$ cat src/rtl/bubble_pkg.sv
// Shared types and default sizes for the bubble sort controller.
// Contents: state enum (IDLE..DONE) and the default address/data widths.
package bubble_pkg;

  localparam int unsigned BUBBLE_AW = 5;
  localparam int unsigned BUBBLE_DW = 32;

  typedef enum logic [2:0] {
    IDLE,
    RD_A,
    RD_B,
    CMP,
    WR_LO,
    WR_HI,
    NEXT,
    DONE
  } bubble_state_e;

endpackage

$ cat src/rtl/bubble_cmp.sv
// Combinational greater-than (a > b), signed or unsigned by parameter.
// Ports: a, b (DW) operands; gt_c high when a is strictly greater than b.
module bubble_cmp #(
  parameter int unsigned DW     = 32,
  parameter bit          SIGNED = 1'b0
) (
  input  logic [DW-1:0] a,
  input  logic [DW-1:0] b,
  output logic          gt_c
);

  always_comb begin
    if (SIGNED) gt_c = ($signed(a) > $signed(b));
    else        gt_c = (a > b);
  end

endmodule

$ cat src/rtl/bubble_sort_ctrl.sv
// In-place ascending bubble sort sequencer over a 2**AW x DW register memory.
// Ports: clk, reset (sync, active-high); start/len launch a sort; busy, done,
// swap_count report status; mem_we/mem_waddr/mem_wdata drive the write port;
// mem_raddr/mem_rdata use the read port (data one cycle after address).
// Build option: define BUBBLE_EARLY_EXIT_EN to stop after a swap-free pass.
module bubble_sort_ctrl
  import bubble_pkg::*;
#(
  parameter int unsigned AW     = BUBBLE_AW,
  parameter int unsigned DW     = BUBBLE_DW,
  parameter bit          SIGNED = 1'b0
) (
  input  logic          clk,
  input  logic          reset,
  input  logic          start,
  input  logic [AW:0]   len,
  output logic          busy,
  output logic          done,
  output logic [15:0]   swap_count,
  output logic          mem_we,
  output logic [AW-1:0] mem_waddr,
  output logic [DW-1:0] mem_wdata,
  output logic [AW-1:0] mem_raddr,
  input  logic [DW-1:0] mem_rdata
);

  localparam int unsigned LW = AW + 1;
  localparam logic [AW:0] DEPTH = LW'(1) << AW;

  bubble_state_e state, state_n;
  logic [AW-1:0] j, j_n, lim, lim_n;
  logic [DW-1:0] a_reg, a_n, b_reg, b_n;
  logic [15:0]   cnt_n;
  logic          busy_n, done_n, we_n;
  logic [AW-1:0] waddr_n, raddr_n;
  logic [DW-1:0] wdata_n;
  logic [AW:0]   eff_len_c, j_inc_c;
  logic          gt_c;
`ifdef BUBBLE_EARLY_EXIT_EN
  logic          swapped, swapped_n;
`endif

  // Lengths beyond the memory depth clamp to the full array.
  assign eff_len_c = (len > DEPTH) ? DEPTH : len;
  assign j_inc_c   = {1'b0, j} + LW'(1);

  // a_reg holds element j; the read data in CMP is element j+1.
  bubble_cmp #(.DW(DW), .SIGNED(SIGNED)) u_cmp (
    .a    (a_reg),
    .b    (mem_rdata),
    .gt_c (gt_c)
  );

  // State register and all registered outputs.
  always_ff @(posedge clk) begin
    if (reset) begin
      state      <= IDLE;
      j          <= '0;
      lim        <= '0;
      a_reg      <= '0;
      b_reg      <= '0;
      swap_count <= '0;
      busy       <= 1'b0;
      done       <= 1'b0;
      mem_we     <= 1'b0;
      mem_waddr  <= '0;
      mem_wdata  <= '0;
      mem_raddr  <= '0;
`ifdef BUBBLE_EARLY_EXIT_EN
      swapped    <= 1'b0;
`endif
    end else begin
      state      <= state_n;
      j          <= j_n;
      lim        <= lim_n;
      a_reg      <= a_n;
      b_reg      <= b_n;
      swap_count <= cnt_n;
      busy       <= busy_n;
      done       <= done_n;
      mem_we     <= we_n;
      mem_waddr  <= waddr_n;
      mem_wdata  <= wdata_n;
      mem_raddr  <= raddr_n;
`ifdef BUBBLE_EARLY_EXIT_EN
      swapped    <= swapped_n;
`endif
    end
  end

  // Next-state logic; outputs are decoded from the next state so they are
  // registered yet line up with the state they belong to.
  always_comb begin
    state_n = state;
    j_n     = j;
    lim_n   = lim;
    a_n     = a_reg;
    b_n     = b_reg;
    cnt_n   = swap_count;
`ifdef BUBBLE_EARLY_EXIT_EN
    swapped_n = swapped;
`endif
    case (state)
      IDLE: begin
        if (start) begin
          if (eff_len_c >= LW'(2)) begin
            lim_n   = AW'(eff_len_c - LW'(1));
            j_n     = '0;
            cnt_n   = '0;
`ifdef BUBBLE_EARLY_EXIT_EN
            swapped_n = 1'b0;
`endif
            state_n = RD_A;
          end else begin
            state_n = DONE;
          end
        end
      end
      RD_A: state_n = RD_B;
      RD_B: begin
        a_n     = mem_rdata;
        state_n = CMP;
      end
      CMP: begin
        b_n     = mem_rdata;
        state_n = gt_c ? WR_LO : NEXT;
      end
      WR_LO: state_n = WR_HI;
      WR_HI: begin
`ifdef BUBBLE_EARLY_EXIT_EN
        swapped_n = 1'b1;
`endif
        if (swap_count != 16'hFFFF) cnt_n = swap_count + 16'd1;
        state_n = NEXT;
      end
      NEXT: begin
        if (j_inc_c < {1'b0, lim}) begin
          j_n     = AW'(j_inc_c);
          state_n = RD_A;
        end else if (lim == AW'(1)) begin
          state_n = DONE;
`ifdef BUBBLE_EARLY_EXIT_EN
        end else if (!swapped) begin
          state_n = DONE;
`endif
        end else begin
          lim_n   = lim - AW'(1);
          j_n     = '0;
`ifdef BUBBLE_EARLY_EXIT_EN
          swapped_n = 1'b0;
`endif
          state_n = RD_A;
        end
      end
      DONE:    state_n = IDLE;
      default: state_n = IDLE;
    endcase

    busy_n  = (state_n != IDLE);
    done_n  = (state_n == DONE);
    we_n    = (state_n == WR_LO) || (state_n == WR_HI);
    waddr_n = mem_waddr;
    wdata_n = mem_wdata;
    raddr_n = mem_raddr;
    if (state_n == RD_A) raddr_n = j_n;
    if (state_n == RD_B) raddr_n = AW'({1'b0, j_n} + LW'(1));
    if (state_n == WR_LO) begin
      waddr_n = j_n;
      wdata_n = b_n;
    end
    if (state_n == WR_HI) begin
      waddr_n = AW'({1'b0, j_n} + LW'(1));
      wdata_n = a_reg;
    end
  end

endmodule
$ cat config.mk
export PLATFORM = sky130hd
export DESIGN_NAME = bubble_sort_ctrl
export DESIGN_NICKNAME = d
export VERILOG_FILES = /design/src/rtl/bubble_pkg.sv /design/src/rtl/bubble_cmp.sv /design/src/rtl/bubble_sort_ctrl.sv
export SDC_FILE = /design/constraint.sdc
export NUM_CORES = 1
export LEC_CHECK = 0
export CORE_UTILIZATION = 59
export CTS_CLUSTER_SIZE = 40
export DETAILED_ROUTE_END_ITERATION = 10
export PLACE_DENSITY = 0.83
export SLEW_MARGIN = 0
export SYNTH_ARGS = -nofsm -noshare
export SYNTH_HDL_FRONTEND = slang
export SYNTH_SLANG_ARGS = --single-unit
$ cat constraint.sdc
create_clock -name clk -period 5.24 [get_ports clk]
set_clock_uncertainty 0.15 [all_clocks]
set_input_delay 1.048 -clock clk [delete_from_list [all_inputs] [get_ports clk]]
set_output_delay 1.048 -clock clk [all_outputs]
set_load 0.01 [all_outputs]
==> flow_metrics.tcl <==
set metrics [dict create \
    synth_xor_area_share_pct 2.99 \
    setup_viol 0 \
    hp-start "mem_raddr[4]" \
    first_pass_iters 8 \
    cts_setup_buffers 0 \
    final_cells 1074 \
    grt_use_total_pct 29.8 \
    power_frac_seq_pct 41.3 \
    p_clk_share_pct 46.1 \
    hold_class "reg2reg" \
    cts_inserted_buffers 17 \
    status "finished, violations left" \
    reg2reg_slack_ns 1.40 \
    period_minus_slack_ns 4.04 \
    antenna_found_initial 0 \
    clock_path_buffers 2 \
    ios 102 \
    die_h_microns 111 \
    syn_nets 931 \
    worst_ep_required_time_ns 5.38 \
    vias 6531 \
    synthMuxAreaShare_pct 4.70 \
    diodes 0 \
    grt_max_degree 75 \
    root_buffer "clkbuf_16" \
    h-tree-depth 4 \
    ys_types 60 \
    cellLeakagePower_nw 3.61 \
    drive_above_1_share_pct 6.23 \
    layout.nets 1002 \
    mostFrequentLayoutCell "dfxtp_1" \
    worstSetupEndpointType "flop" \
    timing.rr.start "j[2]" \
    switching_power_mw 0.691 \
    via_per_inst 6.08 \
    place_hpwl_microns 12000 \
    hold_violations 0 \
    fp-row-count 39 \
    syn_area_per_cell_sq_um 8.30 \
    fp.dieW_microns 111 \
    layout_common_cells "dfxtp_1 (138), nand2_1 (131), clkdlybuf4s50_1 (100)" \
    syn2layout_area_growth_pct 23.3 \
    intPower_mw 2.02 \
    ctsResizeCount 0 \
    synth_warnings 0 \
    violations "design-rule violations" \
    clk_latency_ns 0.42 \
    netlist_area_sq_um 7030 \
    cts_sinks 138 \
    cts_hold_buf 0 \
    synth_compound_area_share_pct 19.2 \
    synth_edf_count 0 \
    synthSimpleGateAreaFrac_pct 20.2 \
    grt_pass1_vias 6335 \
    criticalPathCategory "in2reg" \
    regToRegEndpoint "mem_raddr[2]" \
    switching_share_pct 25.5 \
    cap_violations 0 \
    maxClockFrequency_ghz 0.247 \
    slew_headroom_pct 40.5 \
    portBuffers 101 \
    syn_inst 847 \
    peakVddDrop_mv 0.236 \
    cts_tree "done" \
    min_to "mem_raddr[4]" \
    core_area_sq_um 11500 \
    synth_ff_type "dfxtp_1" \
    drt_iter0_markers 500 \
    cts.clk_slew.worst_paths_ns 0.06 \
    drv_slew 0 \
    die_area_sq_um 12400 \
    place.gp.congestion 0.864 \
    path_max_fanout 14 \
    synth_adder_area_share_pct 7.66 \
    finalSetupTns_ns 0 \
    combPwrFrac_pct 12.6 \
    r2r_cells 11 \
    initial_core_util_pct 61.0 \
    wl_per_cell_microns 16.8 \
    synth_top_family_by_area "simple AND/OR/NAND/NOR gates" \
    async_flop_share_pct 0 \
    min_path_cells 2 \
    worst_pin_slew_ns 0.892 \
    crit_path_start_kind "input pin" \
    ant_nets 0 \
    fin_crit_sh_pct 77.2 \
    powerDensity_nw_per_um2 312 \
    grt_overflow 0 \
    post-route-drc-count 14 \
    placed_cells 1042 \
    ys_seq_area_share_pct 39.3 \
    finalWirelength_microns 18000 \
    rsz0062_at_grt "false" \
    yosys_register_bits 138 \
    arrival_ns 4.18 \
    grt_pass1_wl_microns 29900 \
]
==> per-stage QoR <==
step	utilization (%)	setup WS, ns	hold slack, ns	power, mW	area, sq um
5_1_grt	75.3	1.07	0.316	2.81	8670
3_3_place_gp	69.9	1.02	0.301	1.46	8040
2_1_floorplan	-	2.00	0.295	1.36	7030
3_5_place_dp	69.9	0.897	0.303	1.47	8040
6_report	75.3	1.20	0.308	2.71	8670
4_1_cts	75.3	1.27	0.311	2.72	8670
==> cell usage after synthesis (all sizes together) (2+ instances only) <==
| cell | count | share of area [%] |
|---|---|---|
| a22oi | 2 | 0.21 |
| o21ai | 13 | 0.93 |
| xor2 | 18 | 2.2 |
| and2 | 7 | 0.62 |
| dfxtp | 138 | 39 |
| o21bai | 2 | 0.37 |
| o211ai | 9 | 0.96 |
| and4 | 4 | 0.50 |
| a31o | 2 | 0.25 |
| nand3 | 49 | 3.5 |
| ha | 43 | 7.7 |
| o221ai | 32 | 4.0 |
| a21o | 7 | 0.75 |
| or3 | 2 | 0.25 |
| a211o | 3 | 0.37 |
| nand2b | 7 | 0.62 |
| clkbuf | 41 | 2.2 |
| nand4b | 2 | 0.25 |
| xnor2 | 6 | 0.75 |
| mux2i | 33 | 4.7 |
| nor4 | 4 | 0.36 |
| nor2b | 7 | 0.62 |
| buf | 17 | 1.4 |
| and3 | 3 | 0.27 |
| or2 | 3 | 0.27 |
| nor3 | 8 | 0.57 |
| inv | 44 | 2.4 |
| a21oi | 99 | 7.1 |
| nor2 | 64 | 3.4 |
| a41oi | 3 | 0.37 |
| a2111oi | 3 | 0.91 |
| a31oi | 5 | 0.53 |
| nand4 | 15 | 1.3 |
| nand2 | 132 | 7.1 |
| a22o | 2 | 0.25 |
| a211oi | 2 | 0.21 |
==> worst max-delay path by stage <==
stage | from | end
floorplan | len[5] | mem_waddr[4]
global placement | mem_rdata[31] | mem_wdata[9]
detailed placement | mem_rdata[29] | done
CTS | mem_rdata[29] | mem_wdata[3]
global route | mem_rdata[29] | mem_wdata[3]
finish | mem_rdata[29] | done
==> power groups by stage <==
stage          clock network, mW  registers (mW)  logic (mW)
2_1_floorplan                  0            1.13       0.225
3_3_place_gp                   0            1.14       0.322
3_5_place_dp                   0            1.14       0.333
4_1_cts                     1.26            1.12       0.338
5_1_grt                     1.30            1.12       0.379
6_report                    1.25            1.12       0.341
==> layer usage <==
layer	wire length (microns)	vias up	global-route usage (%)
met3	983	44	5.08
met2	9060	231	51.9
met5	0	-	0
met4	517	0	14.5
met1	7460	3121	35.6
li1	-	3135	-
==> critical path, stage by stage <==
cell and delay [ns]:
clkdlybuf4s50_1 0.52, inv_1 0.06, ha_1 0.30, nand4_1 0.18, nor4_1 0.48, a21oi_1 0.20
and2_1 0.23, a22o_1 0.42, or2_1 0.35, a2111oi_0 0.39
==> logic make-up after synthesis <==
family / count (synthesis)
compound gates: 196
xor+xnor: 24
fa+ha+maj: 43
buf+inv: 102
flops: 138
mux: 33
simple gates: 311
==> cell type report <==
class                      count  area (sq um)
clock buffer                  22           484
clock inverter                10           140
fill                         839          2850
inverter                      44           165
multi-input combinational    607          3860
sequential                   138          2760
tap                          143           179
timing repair buffer         110          1080
(Power assumes the default switching activity.)
